## config.mk

```make
export PLATFORM = sky130hd
export DESIGN_NAME = pc_sequencer
export DESIGN_NICKNAME = d
export VERILOG_FILES = /design/src/rtl/pc_seq_pkg.sv /design/src/rtl/pc_next_sel.sv /design/src/rtl/pc_sequencer.sv
export SDC_FILE = /design/constraint.sdc
export NUM_CORES = 1
export LEC_CHECK = 0
export CAP_MARGIN = 0
export CORE_UTILIZATION = 45
export DETAILED_ROUTE_END_ITERATION = 16
export GPL_TIMING_DRIVEN = 0
export PLACE_DENSITY = 0.84
export SETUP_SLACK_MARGIN = 0.1
export SLEW_MARGIN = 20
export SYNTH_ARGS = -nofsm -noshare
export SYNTH_HDL_FRONTEND = slang
export SYNTH_HIERARCHICAL = 1
export SYNTH_SLANG_ARGS = --single-unit
```

## constraint.sdc

```tcl
create_clock -name clk -period 5.55 [get_ports clk]
set_input_delay 0.8325 -clock clk [delete_from_list [all_inputs] [get_ports clk]]
set_output_delay 0.8325 -clock clk [all_outputs]
set_load 0.05 [all_outputs]
```

## src/rtl/pc_seq_pkg.sv

```systemverilog
// Shared types and constants for the PC sequencer.
package pc_seq_pkg;

  localparam int unsigned XLEN = 32;

  localparam logic [XLEN-1:0] DEF_RESET_VECTOR = 32'h0000_0000;
  localparam logic [XLEN-1:0] DEF_TRAP_VECTOR  = 32'h0000_0100;

  typedef enum logic [1:0] {
    ST_BOOT  = 2'd0,
    ST_FETCH = 2'd1,
    ST_EXEC  = 2'd2,
    ST_HALT  = 2'd3
  } state_t;

  // Instruction addresses must be word aligned.
  function automatic logic is_misaligned(input logic [XLEN-1:0] addr);
    return addr[1:0] != 2'b00;
  endfunction

endpackage

```

## src/rtl/pc_next_sel.sv

```systemverilog
// Next-PC priority mux and misaligned-target detection (purely combinational).
module pc_next_sel
  import pc_seq_pkg::*;
(
  input  logic [XLEN-1:0] i_pc_plus4,
  input  logic            i_jump,
  input  logic [XLEN-1:0] i_jump_target,
  input  logic            i_branch_taken,
  input  logic [XLEN-1:0] i_branch_target,
  input  logic            i_halt,
  input  logic [XLEN-1:0] i_trap_vector,
  output logic [XLEN-1:0] o_next_pc,
  output logic            o_take_trap,
  output logic [XLEN-1:0] o_bad_target
);

  logic            w_redirect;
  logic [XLEN-1:0] w_target;

  // Jump outranks a taken branch when choosing the redirect target.
  always_comb begin
    w_redirect = i_jump | i_branch_taken;
    w_target   = i_jump ? i_jump_target : i_branch_target;
  end

  // Trap check first, then halt, then redirect, then sequential.
  always_comb begin
    o_take_trap  = 1'b0;
    o_bad_target = '0;
    o_next_pc    = i_pc_plus4;
    if (w_redirect && is_misaligned(w_target)) begin
      o_take_trap  = 1'b1;
      o_bad_target = w_target;
      o_next_pc    = i_trap_vector;
    end else if (i_halt) begin
      o_next_pc = i_pc_plus4;
    end else if (w_redirect) begin
      o_next_pc = w_target;
    end
  end

endmodule

```

## src/rtl/pc_sequencer.sv

```systemverilog
// Fetch/next-PC controller: owns the PC, runs fetch and retire handshakes,
// raises misaligned-target traps, supports halt/resume, counts retirements.
module pc_sequencer
  import pc_seq_pkg::*;
#(
  parameter logic [31:0] RESET_VECTOR = DEF_RESET_VECTOR,
  parameter logic [31:0] TRAP_VECTOR  = DEF_TRAP_VECTOR
) (
  input  logic        clk,
  input  logic        reset,
  output logic        imem_req,
  output logic [31:0] imem_addr,
  input  logic        imem_ack,
  input  logic [31:0] imem_rdata,
  output logic [31:0] instr,
  output logic        instr_valid,
  input  logic        retire,
  input  logic        branch_taken,
  input  logic [31:0] branch_target,
  input  logic        jump,
  input  logic [31:0] jump_target,
  input  logic        halt,
  input  logic        resume,
  output logic [31:0] pc,
  output logic [31:0] pc_plus4,
  output logic        trap_valid,
  output logic [31:0] trap_pc,
  output logic        halted,
  output logic [31:0] instret
);

  state_t      r_state;
  state_t      w_state_next;
  logic [31:0] r_pc;
  logic [31:0] r_instr;
  logic        r_trap_valid;
  logic [31:0] r_trap_pc;
  logic [31:0] r_instret;

  logic [31:0] w_pc_plus4;
  logic [31:0] w_next_pc;
  logic        w_take_trap;
  logic [31:0] w_bad_target;
  logic        w_fetch_done;
  logic        w_retire;

  assign w_pc_plus4   = r_pc + 32'd4;
  assign w_fetch_done = (r_state == ST_FETCH) && imem_ack;
  assign w_retire     = (r_state == ST_EXEC) && retire;

  pc_next_sel u_next_sel (
    .i_pc_plus4      (w_pc_plus4),
    .i_jump          (jump),
    .i_jump_target   (jump_target),
    .i_branch_taken  (branch_taken),
    .i_branch_target (branch_target),
    .i_halt          (halt),
    .i_trap_vector   (TRAP_VECTOR),
    .o_next_pc       (w_next_pc),
    .o_take_trap     (w_take_trap),
    .o_bad_target    (w_bad_target)
  );

  // State register.
  always_ff @(posedge clk) begin
    if (reset) r_state <= ST_BOOT;
    else       r_state <= w_state_next;
  end

  // Next-state decode; a trap overrides halt and returns to fetch.
  always_comb begin
    w_state_next = r_state;
    case (r_state)
      ST_BOOT:  w_state_next = ST_FETCH;
      ST_FETCH: if (imem_ack) w_state_next = ST_EXEC;
      ST_EXEC: begin
        if (retire) begin
          if (w_take_trap)  w_state_next = ST_FETCH;
          else if (halt)    w_state_next = ST_HALT;
          else              w_state_next = ST_FETCH;
        end
      end
      ST_HALT:  if (resume) w_state_next = ST_FETCH;
      default:  w_state_next = ST_BOOT;
    endcase
  end

  // PC, instruction latch, trap and retire-counter registers.
  always_ff @(posedge clk) begin
    if (reset) begin
      r_pc         <= RESET_VECTOR;
      r_instr      <= '0;
      r_trap_valid <= 1'b0;
      r_trap_pc    <= '0;
      r_instret    <= '0;
    end else begin
      r_trap_valid <= 1'b0;
      if (w_fetch_done) r_instr <= imem_rdata;
      if (w_retire) begin
        r_pc      <= w_next_pc;
        r_instret <= r_instret + 32'd1;
        if (w_take_trap) begin
          r_trap_valid <= 1'b1;
          r_trap_pc    <= w_bad_target;
        end
      end
    end
  end

  assign imem_req    = (r_state == ST_FETCH);
  assign imem_addr   = r_pc;
  assign instr_valid = (r_state == ST_EXEC);
  assign halted      = (r_state == ST_HALT);
  assign instr       = r_instr;
  assign pc          = r_pc;
  assign pc_plus4    = w_pc_plus4;
  assign trap_valid  = r_trap_valid;
  assign trap_pc     = r_trap_pc;
  assign instret     = r_instret;

endmodule

```

### Word-level counts from Yosys, hierarchy flattened

Cells that the tools add are included.
Widths: inputs -> output; s select.

* register bits: 131
* input port bits: 104
* output and inout port bits: 196
* logic and storage cells: 37

* $add $sub $neg: 2
* eq/ne operators: 6
* multiplexer cells: 13
* bitwise logic cells: 2
* reductions and logical operators: 8

Operators by type and width (count)
* $mux 32: 5
* $add 32x1->32 const B: 1
* $add 32x3->32 const B: 1
* $mux 2: 5
* $pmux 2 s4: 1
* $eq 2x2->1 const B: 2
* $ne 2x1->1 const B: 2
* $logic_and 1x1->1: 3
* $reduce_and 3->1: 1
* $eq 2x1->1 const B: 1
* $logic_not 2->1: 1
* $mux 1: 2
* $ne 2x2->1 const B: 1
* $reduce_and 2->1: 1
* $reduce_bool 2->1: 1
* $reduce_or 2->1: 1
* $not 1->1: 1
* $or 1x1->1: 1

### Depth between registers and ports, before layout

Gate-level depths: netlist of the first run.

* word-level depth: 7
* gate-level depth with buffers: 12
* depth with buffers taken out: 10

### By module

Netlist of the first run, hierarchy kept.

Modules (own cells, without submodules)
* pc_sequencer: instances 1, cells an instance 733, area each 5770.5 µm², sequential area each 2622.5 µm²
* pc_next_sel: instances 1, cells an instance 181, area each 1436.4 µm², sequential area each 0.0 µm²

### Worst setup path before layout of the first run

Ideal clock, no wire load.

* path kind: reg-to-output
* start point: register r_pc[2], in the netlist imem_addr[2]
* end point: output port pc_plus4[24]
* data arrival time: 2685 ps
* data required time: 4718 ps
* path slack: 2033 ps
* cell stages (with the launch flop): 7
* path buffers: 1
* path through: dfxtp_1 -> ha_1 -> nand3_1 -> or2_2 -> clkbuf_1 -> nor4_1 -> xor2_1

* word-level cells in the longest chain between the ends: 1

Ends and longest elaborated chain
* from (decl): line pc_sequencer.sv:34 `logic [31:0] r_pc;`
* from (signal assigned): line pc_sequencer.sv:100 `r_pc <= w_next_pc;`
* $add 32x3->32: line pc_sequencer.sv:47 `assign w_pc_plus4 = r_pc + 32'd4;`
* to (decl): line pc_sequencer.sv:25 `output logic [31:0] pc_plus4,`

Every way passes these cells.

### Worst setup path in the final report of the first run

* start point: register r_pc[3], in the netlist imem_addr[3]
* end point: output port pc_plus4[24]

The elaborated chain is that of the path after synthesis.

==> impl_metrics.toml, run 1 <==
[synthesis]
syn_avg_cell_area_um2 = 7.885
synth_top_cell_area_share = 0.3639
ys_ff_latch = 131
synthAdderAreaFrac = 0.008681
ys.flop_type = "dfxtp_1"
netlist_instances = 914
async_reset_ff_frac = 0
synth-simple-area-share = 0.2257
synth_edf_count = 0
synth_top_area_cell = "dfxtp_1"
synth_top_family_by_area = "simple AND/OR/NAND/NOR gates"
syn-cell-area_um2 = 7207
synth-seq-area-share = 0.3639
ys.warnings.count = 6
synth_xor_area_frac = 0.04740
synth.distinct_cells = 47
synthMuxAreaShare = 0.1394
synth_area_leaders = "dfxtp_1, nand2_1, mux2i_1, a21oi_1, mux2_2"
synth_compound_area_frac = 0.1082

[power]
power_frac_comb = 0.181
netSwitchingPower_uw = 741.6
pwr-share-clk = 0.446
netSwitchingFraction = 0.2820
p_seq_frac = 0.373
power_mw = 2.630
p_int_mw = 1.888
powerDensity_nw_per_um2 = 235.4
peakVddDrop_mv = 0.2805
leakagePower_nw = 4.128

[critical_path]
cp_slowest_cell = "clkdlybuf4s50_1"
cp_top_family = "buffers and inverters"
r2r_cells = 11
crit_fanout = 7
arrival_ps = 3360
cp_cell_sequence = "ha_1 -> nand3_1 -> or2_2 -> clkbuf_1 -> nor4_1 -> xor2_1 -> clkdlybuf4s50_1"
path_buf_inv = 2
critPathMaxStageDelay_ps = 850
crit_path_end_kind = "output pin"
cp-start-kind = "register"
crit_type = "reg -> out"
cp.depth = 7
worstPathRequired_ps = 4720

[grt]
grt-ovfl-total = 0
antenna_found_initial = 0
grt_first_pass_wirelength_mm = 36.51
first_global_vias = 7126
grt_max_degree = 17
grt_usage = 0.2838

[cells_and_area]
fill_cells = 1239
area_delta_synth_final_pct = 55.03
ff_latch_area_um2 = 2623
multi_input_comb_area_um2 = 3935
n_antenna_cell = 0
final_layout_size_suffix_gt1_frac = 0.1013
layout.nets = 1369

[routing]
vias = 7544
drt-total-wl_mm = 23.53
drtIter0Drc = 458
dr.pass1.iters = 5
wl_per_cell_um = 15.85
avgViaCountPerCell = 5.084
drc = 0
postRouteAntennaNets = 0

[clock_network]
htreeDepth = 4
clk_pin_slew_ps = 60
clkLatencyLatePin_ps = 420
root_buffer = "clkbuf_16"
hold_buffers = 0
cts_tree = "done"
cts.path.max_buffers = 2
cts_made_buffers = 17
cts_resized = 0
cts.sinks = 131
cts_setup_buffers = 0

[timing]
final-hold-violation-count = 0
slew_violations = 0
post-route-period-util = 0.7559
rsz0062_at_grt = "no"
finClkSkew_ps = 10.93
setup_violations = 0
holdWs_ps = 453.2
layout_min_cycle_time_ps = 4195
maxSlewHeadroom = 0.6015
tightest_slew_ps = 597.7
fmaxAchievable_mhz = 238.4
fin_setup_tns_ps = 0

[floorplan]
ios = 300
fp.dieW_um = 128.6
start_util = 0.4672
die_h_um = 128.6
num_rows = 45
dieArea_um2 = 16530
coreArea_um2 = 15430

[place]
dp_hpwl_mm = 17.93
gp_congestion = 0.8910
io_buffers = 297

[hold_path]
min_path_cells = 2
hp-class = "reg -> reg"

[flow_run]
max_cap_viol_count = 0

[status]
status = "finished, final reports clean"
==> power groups by stage <==
stage,clock (mW),sequential [mW],combinational (mW)
final,1.17,0.982,0.476
after CTS,1.19,0.981,0.476
after global placement,0,1.00,0.468
after detailed placement,0,1.00,0.473
after floorplan,0,1.07,0.219
after global routing,1.23,0.984,0.508
==> per-stage QoR <==
stage | utilization | cells | cell area (µm²) | setup WS (ps)
after floorplan | - | 944 | 7320 | 2033
after global placement | 0.6843 | 1452 | 10560 | 1840
after detailed placement | 0.6843 | 1452 | 10560 | 1849
after CTS | 0.7243 | 1484 | 11170 | 1372
after global routing | 0.7243 | 1484 | 11170 | 1214
final | 0.7243 | 1484 | 11170 | 1355
==> flip-flops by register name (all words and copies together) (netlist names) <==
name,cells
imem_addr,32
instr,32
trap_pc,32
instret,32
trap_valid,1
r_state,2
==> cells in the mapped netlist (2+ instances only) <==
cell / count
or3_2: 5
clkbuf_8: 2
ha_1: 5
nor3_1: 6
or3_1: 4
mux2i_1: 64
buf_2: 7
and4_1: 10
nand2_1: 220
nor4_1: 10
buf_12: 3
conb_1: 2
or4_1: 14
mux2_2: 31
clkbuf_1: 34
xor2_1: 18
and3_1: 3
o21ai_0: 8
nand4_1: 13
buf_1: 2
o31ai_1: 12
a21oi_1: 117
buf_4: 35
nand3_1: 16
dfxtp_1: 131
buf_6: 6
xnor2_1: 21
and2_1: 4
nor2_1: 50
inv_1: 44
==> layout by cell type (no fill, tap or decap), types with 4 or more instances in the layout <==
master	Yosys	routed
clkdlybuf4s50_1	0	297
nand2_1	220	220
dfxtp_1	131	131
a21oi_1	117	117
mux2i_1	64	64
nor2_1	50	50
inv_1	44	44
buf_4	35	35
clkbuf_1	34	34
conb_1	2	32
mux2_2	31	31
xnor2_1	21	21
xor2_1	18	18
clkbuf_16	0	17
nand3_1	16	16
or4_1	14	14
nand4_1	13	13
o31ai_1	12	12
and4_1	10	10
nor4_1	10	10
o21ai_0	8	8
buf_2	7	7
inv_6	0	7
nor3_1	6	6
buf_6	6	6
or3_2	5	5
ha_1	5	5
and2_1	4	4
or3_1	4	4
clkinv_4	0	4
==> worst paths after layout <==
check                                to                      start  slack (ps)
min            trap_pc[12]$_SDFFE_PP0P_   trap_pc[12]$_SDFFE_PP0P_         450
max                        pc_plus4[24]  imem_addr[3]$_SDFFE_PP0P_        1360
min reg2reg    trap_pc[12]$_SDFFE_PP0P_   trap_pc[12]$_SDFFE_PP0P_         450
max reg2reg  imem_addr[24]$_SDFFE_PP0P_  imem_addr[3]$_SDFFE_PP0P_        2790
==> worst reg2reg max path, delay by kind of cell, from the launching register on <==
family / cells / cell delay (ps)
xor gates and xnor gates: 1 / 230
AOI/OAI and AO/OA: 1 / 150
and+or+nand+nor: 4 / 990
buffers and inverters: 2 / 290
adders and majority gates: 1 / 240
DFF: 1 / 460
muxes: 2 / 320
==> routing by layer <==
layer | track usage | part of all wire | vias up
met5 | 0 | 0 | -
met4 | 0.09481 | 0.021 | 0
met3 | 0.07692 | 0.076 | 39
met2 | 0.4998 | 0.50 | 283
met1 | 0.3321 | 0.41 | 3519
li1 | - | - | 3703
==> area by class of cell <==
| class | instances | area share |
|---|---|---|
| Buffer | 90 | 0.05308 |
| Clock buffer | 17 | 0.03807 |
| Clock inverter | 15 | 0.01713 |
| Inverter | 45 | 0.01512 |
| Multi-Input combinational cell | 678 | 0.3522 |
| Sequential cell | 131 | 0.2347 |
| Tap cell | 211 | 0.02363 |
| Timing Repair Buffer | 297 | 0.2661 |
==> kinds of logic (layout without fill, tap and decap cells) <==
group                    after synthesis  count (layout)
AO/OA/AOI/OAI                        145             145
XOR/XNOR                              39              39
flip-flops                           131             131
buffers and inverters                135             464
multiplexers                          96              96
AND/OR/NAND/NOR                      361             361
adder cells (fa/ha/maj)                5               5
other                                  2              32
Power figures use the tool's default switching activity.
==> inputs of run 2 (changes only) <==
--- a/config.mk
+++ b/config.mk
@@ -6,10 +6,10 @@
 export NUM_CORES = 1
 export LEC_CHECK = 0
 export CAP_MARGIN = 0
-export CORE_UTILIZATION = 45
+export CORE_UTILIZATION = 39
 export DETAILED_ROUTE_END_ITERATION = 16
 export GPL_TIMING_DRIVEN = 0
-export PLACE_DENSITY = 0.84
+export PLACE_DENSITY = 0.77
 export SETUP_SLACK_MARGIN = 0.1
 export SLEW_MARGIN = 20
 export SYNTH_ARGS = -nofsm -noshare
==> constraint.sdc (replaced) <==
create_clock -name clk -period 3.5 [get_ports clk]
set_input_delay 0.525 -clock clk [delete_from_list [all_inputs] [get_ports clk]]
set_output_delay 0.525 -clock clk [all_outputs]
set_load 0.05 [all_outputs]
==> run 2 against run 1 <==
Effect of this change:
- non-clock buffer count unchanged
- via count decreased by 0.82%
- sequential cell count unchanged
- combinational power increased by 57%
- largest cell class unchanged
- largest power group unchanged
==> impl_metrics.toml, run 2 (synthesis gave the netlist of run 1 again) <==
[status]
status = "finished, final reports clean"

[timing]
layout_min_cycle_time_ps = 3291
post-route-period-util = 0.9402
fin_setup_tns_ps = 0
finClkSkew_ps = 8.408
tightest_slew_ps = 652.5
slew_violations = 0
rsz0062_at_grt = "yes"
maxSlewHeadroom = 0.5650
fmaxAchievable_mhz = 303.9
final-hold-violation-count = 0
setup_violations = 0

[critical_path]
cp_top_family = "simple AND/OR/NAND/NOR gates"
crit_path_end_kind = "output pin"
cp_cell_sequence = "ha_1 -> nand3_1 -> or2_2 -> clkbuf_1 -> nor4_1 -> xor2_1 -> clkdlybuf4s15_2"
critPathMaxStageDelay_ps = 420
arrival_ps = 2770
r2r_cells = 11
cp_slowest_cell = "clkdlybuf4s15_2"
cp-start-kind = "register"
crit_fanout = 7
crit_type = "reg -> out"
cp.depth = 7
worstPathRequired_ps = 2970
path_buf_inv = 2

[routing]
vias = 7482
drc = 0
wl_per_cell_um = 15.71
dr.pass1.iters = 5
avgViaCountPerCell = 4.978
drtIter0Drc = 413
postRouteAntennaNets = 0
drt-total-wl_mm = 23.62

[cells_and_area]
final_cell_mix = "clkdlybuf4s50_1, nand2_1, dfxtp_1, a21oi_1, mux2i_1"
ff_latch_area_um2 = 2625
layout.nets = 1369
layout_commonest_cell = "clkdlybuf4s50_1"
final_layout_size_suffix_gt1_frac = 0.1123
area_delta_synth_final_pct = 54.29
fin_area_um2 = 11120
multi_input_comb_area_um2 = 3948
fill_cells = 1622

[grt]
first_global_vias = 6905
grt_usage = 0.2442
grt_max_degree = 17
antenna_found_initial = 0
grt_first_pass_wirelength_mm = 35.58
grt-ovfl-total = 0

[power]
pwr-share-clk = 0.424
peakVddDrop_mv = 0.3356
powerDensity_nw_per_um2 = 360.0
netSwitchingPower_mw = 1.167
p_int_mw = 2.837
netSwitchingFraction = 0.2914
power_frac_comb = 0.187
leakagePower_nw = 4.147
p_seq_frac = 0.389

[clock_network]
hold_buffers = 0
cts_tree = "done"
clk_pin_slew_ps = 60
cts.path.max_buffers = 2
cts_setup_buffers = 0
clkLatencyLatePin_ps = 420
root_buffer = "clkbuf_16"
cts_made_buffers = 17
htreeDepth = 4
cts.sinks = 131

[floorplan]
fp.dieW_um = 137.9
coreArea_um2 = 18020
start_util = 0.3998
die_h_um = 137.9
num_rows = 49
dieArea_um2 = 19030
ios = 300

[place]
dp_hpwl_mm = 17.95
placed_area_um2 = 10580
gp_congestion = 0.8401
io_buffers = 297

[flow_run]
max_cap_viol_count = 0

[hold_path]
hp-class = "reg -> reg"
min_path_cells = 2
==> run 2: cell types whose count changed in the layout (fill, tap and decap cells not counted), moves of 3 or more <==
cell	delta
inv_6	-3
clkbuf_2	+4
clkdlybuf4s50_1	-19
clkdlybuf4s15_2	+3
clkinvlp_4	+5
dlygate4sd2_1	+6
==> run 2: repair_timing <==
action | 4_1_cts | 5_1_grt
setup endpoints to repair | 18 | 15
endpoints found under the hold margin | 0 | 0
gates resized for setup | 37 | 19
==> run 2: worst reg2reg max path, delay by kind of cell, from the launching register on <==
| kind | cells | cell delay [ps] |
|---|---|---|
| multiplexers | 2 | 380 |
| XOR/XNOR | 1 | 220 |
| AND/OR/NAND/NOR | 4 | 880 |
| buffers and inverters | 2 | 290 |
| adder cells (fa/ha/maj) | 1 | 230 |
| AO/OA/AOI/OAI | 1 | 130 |
| flip-flops | 1 | 410 |
==> run 2: final cells by class <==
type / count / share of cell area
diodes: 1 / 0.0002250
plain buffers: 90 / 0.05334
clock buffers: 18 / 0.03860
clock inverters: 14 / 0.01170
inverters: 45 / 0.01519
multi-input cells: 678 / 0.3550
flip-flops and latches: 131 / 0.2361
well taps: 229 / 0.02577
repair buffers: 297 / 0.2641
==> run 2: per-stage QoR <==
step / setup slack [ps] / power [mW] / std cells / utilization / hold slack [ps]
5_1_grt: 68.34 / 4.165 / 1502 / 0.6168 / 471.4
2_1_floorplan: 238.1 / 2.045 / 944 / - / 469.2
3_3_place_gp: 45.87 / 2.332 / 1470 / 0.5869 / 440.4
6_report: 209.4 / 4.003 / 1503 / 0.6169 / 451.5
4_1_cts: 100.7 / 4.033 / 1502 / 0.6173 / 453.7
3_5_place_dp: 29.96 / 2.338 / 1470 / 0.5869 / 445.4
==> run 2: metal layers <==
| layer | GRT usage | wire (µm) | vias up |
|---|---|---|---|
| met5 | 0 | 0 | - |
| met4 | 0.07971 | 355 | 0 |
| met3 | 0.06506 | 2030 | 33 |
| met2 | 0.4189 | 11280 | 304 |
| met1 | 0.2941 | 9952 | 3440 |
| li1 | - | - | 3705 |
==> run 2: final timing paths <==
path,start,endpoint,slack (ps)
setup / recovery,imem_addr[2]$_SDFFE_PP0P_,pc_plus4[26],210
hold / removal,trap_pc[4]$_SDFFE_PP0P_,trap_pc[4]$_SDFFE_PP0P_,450
setup reg to reg,imem_addr[2]$_SDFFE_PP0P_,imem_addr[26]$_SDFFE_PP0P_,870
hold reg to reg,trap_pc[4]$_SDFFE_PP0P_,trap_pc[4]$_SDFFE_PP0P_,450
==> run 2: power groups by stage <==
stage	logic (mW)	clock network, mW	registers [mW]
floorplan	0.347	0	1.70
global placement	0.745	0	1.59
detailed placement	0.749	0	1.59
finish	0.749	1.70	1.56
CTS	0.750	1.73	1.56
global route	0.804	1.80	1.56
==> inputs of run 3 (changes only) <==
--- a/config.mk
+++ b/config.mk
@@ -5,7 +5,9 @@
 export SDC_FILE = /design/constraint.sdc
 export NUM_CORES = 1
 export LEC_CHECK = 0
+export ABC_CLOCK_PERIOD_IN_PS = 3500
 export CAP_MARGIN = 0
+export CORE_MARGIN = 4
 export CORE_UTILIZATION = 39
 export DETAILED_ROUTE_END_ITERATION = 16
 export GPL_TIMING_DRIVEN = 0
==> run 3 against run 2 <==
Effect of this change:
- worst hold slack better by 1.5 ps
- clock skew is 2.6 ps higher
- final cell count hardly changed
- non-clock buffer count stayed put
- largest cell class unchanged
==> impl_metrics.toml, run 3 (synthesis gave the netlist of run 1 again) <==
[timing]
slew_violations = 0
setup_violations = 0
post-route-period-util = 0.9381
maxSlewHeadroom = 0.5681
fmaxAchievable_mhz = 304.6
rsz0062_at_grt = "yes"
finalWorstSetupSlack_ps = 216.5
layout_min_cycle_time_ps = 3283
fin_setup_tns_ps = 0
finClkSkew_ps = 11.03
final-hold-violation-count = 0
tightest_slew_ps = 647.9

[critical_path]
arrival_ps = 2760
crit_fanout = 7
worstPathRequired_ps = 2970
cp_top_family = "simple AND/OR/NAND/NOR gates"
path_buf_inv = 2
crit_path_end_kind = "output pin"
r2r_start = "imem_addr[3]$_SDFFE_PP0P_"
cp-startpoint = "imem_addr[3]$_SDFFE_PP0P_"
cp_slowest_cell = "dfxtp_1"
cp_cell_sequence = "ha_1 -> nand3_1 -> or2_2 -> clkbuf_1 -> nor4_2 -> xor2_1 -> clkbuf_4"
cp-start-kind = "register"
r2r_slack_ps = 850
critPathMaxStageDelay_ps = 470
crit_type = "reg -> out"

[routing]
vias = 7411
drtIter0Drc = 353
drt-total-wl_mm = 24.59
postRouteAntennaNets = 0
dr.pass1.iters = 5
wl_per_cell_um = 16.37
avgViaCountPerCell = 4.934
drc = 0

[floorplan]
dieArea_um2 = 20720
ios = 300
start_util = 0.3985
fp.dieW_um = 143.9
coreArea_um2 = 18090
num_rows = 49
die_h_um = 143.9

[place]
dp_hpwl_mm = 18.99
io_buffers = 297
pre_cts_ws_ps = 36.41
gp_congestion = 0.8327

[clock_network]
clkLatencyLatePin_ps = 420
cts_tree = "done"
cts_setup_buffers = 0
cts.sinks = 131
cts_made_buffers = 17
htreeDepth = 4
clk_pin_slew_ps = 60
root_buffer = "clkbuf_16"
cts.path.max_buffers = 2

[grt]
first_global_vias = 7143
grt_max_degree = 17
grt-ovfl-total = 0
grt_first_pass_wirelength_mm = 37.63
grt_usage = 0.2312
antenna_found_initial = 0

[power]
powerDensity_nw_per_um2 = 382.8
leakagePower_nw = 4.243
pwr-share-clk = 0.462
p_int_mw = 3.139
netSwitchingPower_mw = 1.151
power_mw = 4.290
peakVddDrop_mv = 0.4070
power_frac_comb = 0.175
netSwitchingFraction = 0.2683
p_seq_frac = 0.363

[flow_run]
max_cap_viol_count = 0

[cells_and_area]
n_antenna_cell = 0
layout_commonest_cell = "clkdlybuf4s50_1"
area_delta_synth_final_pct = 55.49
layout.nets = 1369
final_cell_mix = "clkdlybuf4s50_1, nand2_1, dfxtp_1, a21oi_1, mux2i_1"
final_layout_size_suffix_gt1_frac = 0.1115

[hold_path]
hp-class = "reg -> reg"
min_from = "trap_pc[26]$_SDFFE_PP0P_"

[status]
status = "finished, final reports clean"
## run 3: changes by cell type in the layout (fill, tap and decap cells not counted), moves of 2 or more
cell / previous run / this run
inv_6: 4 / 1
clkdlybuf4s50_1: 278 / 276
bufinv_16: 1 / 5
dlygate4sd2_1: 6 / 4
dlymetal6s2s_1: 1 / 4
clkinvlp_4: 5 / 3
## run 3: tightest hold or removal path, stage by stage (launching register included)
cell	delay, ps
dfxtp_1	310
nand2_1	50
a21oi_1	50
## run 3: what timing repair did
| item | CTS | global route |
|---|---|---|
| endpoints found under the setup margin | 17 | 18 |
| pin swaps | 0 | 0 |
| hold buffers | 0 | 0 |
| resized for setup | 37 | 24 |
## run 3: cell type report
| type | count | area [µm²] |
|---|---|---|
| buffer | 90 | 593.1 |
| clock buffer | 20 | 446.7 |
| clock inverter | 12 | 203.9 |
| fill | 1600 | 6880 |
| inverter | 45 | 168.9 |
| multi-input combinational | 678 | 3948 |
| sequential | 131 | 2624 |
| tap | 229 | 286.5 |
| timing repair buffer | 297 | 2935 |
## run 3: power by group through the flow
| stage | clock [mW] | sequential (mW) | combinational (mW) |
|---|---|---|---|
| 2_1_floorplan | 0 | 1.70 | 0.347 |
| 3_3_place_gp | 0 | 1.59 | 0.748 |
| 3_5_place_dp | 0 | 1.59 | 0.753 |
| 4_1_cts | 2.01 | 1.56 | 0.755 |
| 5_1_grt | 2.07 | 1.56 | 0.804 |
| 6_report | 1.98 | 1.56 | 0.751 |
## run 3: routing by layer
layer,GRT usage,wire (µm),part of all wire
met5,0,0,0
met4,0.05798,434,0.018
met3,0.08186,1966,0.080
met2,0.3947,11780,0.48
met1,0.2780,10410,0.42
## run 3: path summary, 6_finish.rpt
path | to | cells past startpoint
hold reg to reg | trap_pc[26]$_SDFFE_PP0P_ | 2
setup reg to reg | imem_addr[28]$_SDFFE_PP0P_ | 11
hold / removal | trap_pc[26]$_SDFFE_PP0P_ | 2
setup / recovery | pc_plus4[24] | 7
## run 3: metrics by stage
step | cells | utilization | hold WS (ps) | area (µm²)
6_report | 1502 | 0.6196 | 453.0 | 11210
5_1_grt | 1502 | 0.6196 | 467.1 | 11210
4_1_cts | 1502 | 0.6204 | 453.9 | 11220
3_5_place_dp | 1470 | 0.5849 | 445.7 | 10580
3_3_place_gp | 1470 | 0.5849 | 440.4 | 10580
2_1_floorplan | 944 | - | 469.2 | 7320
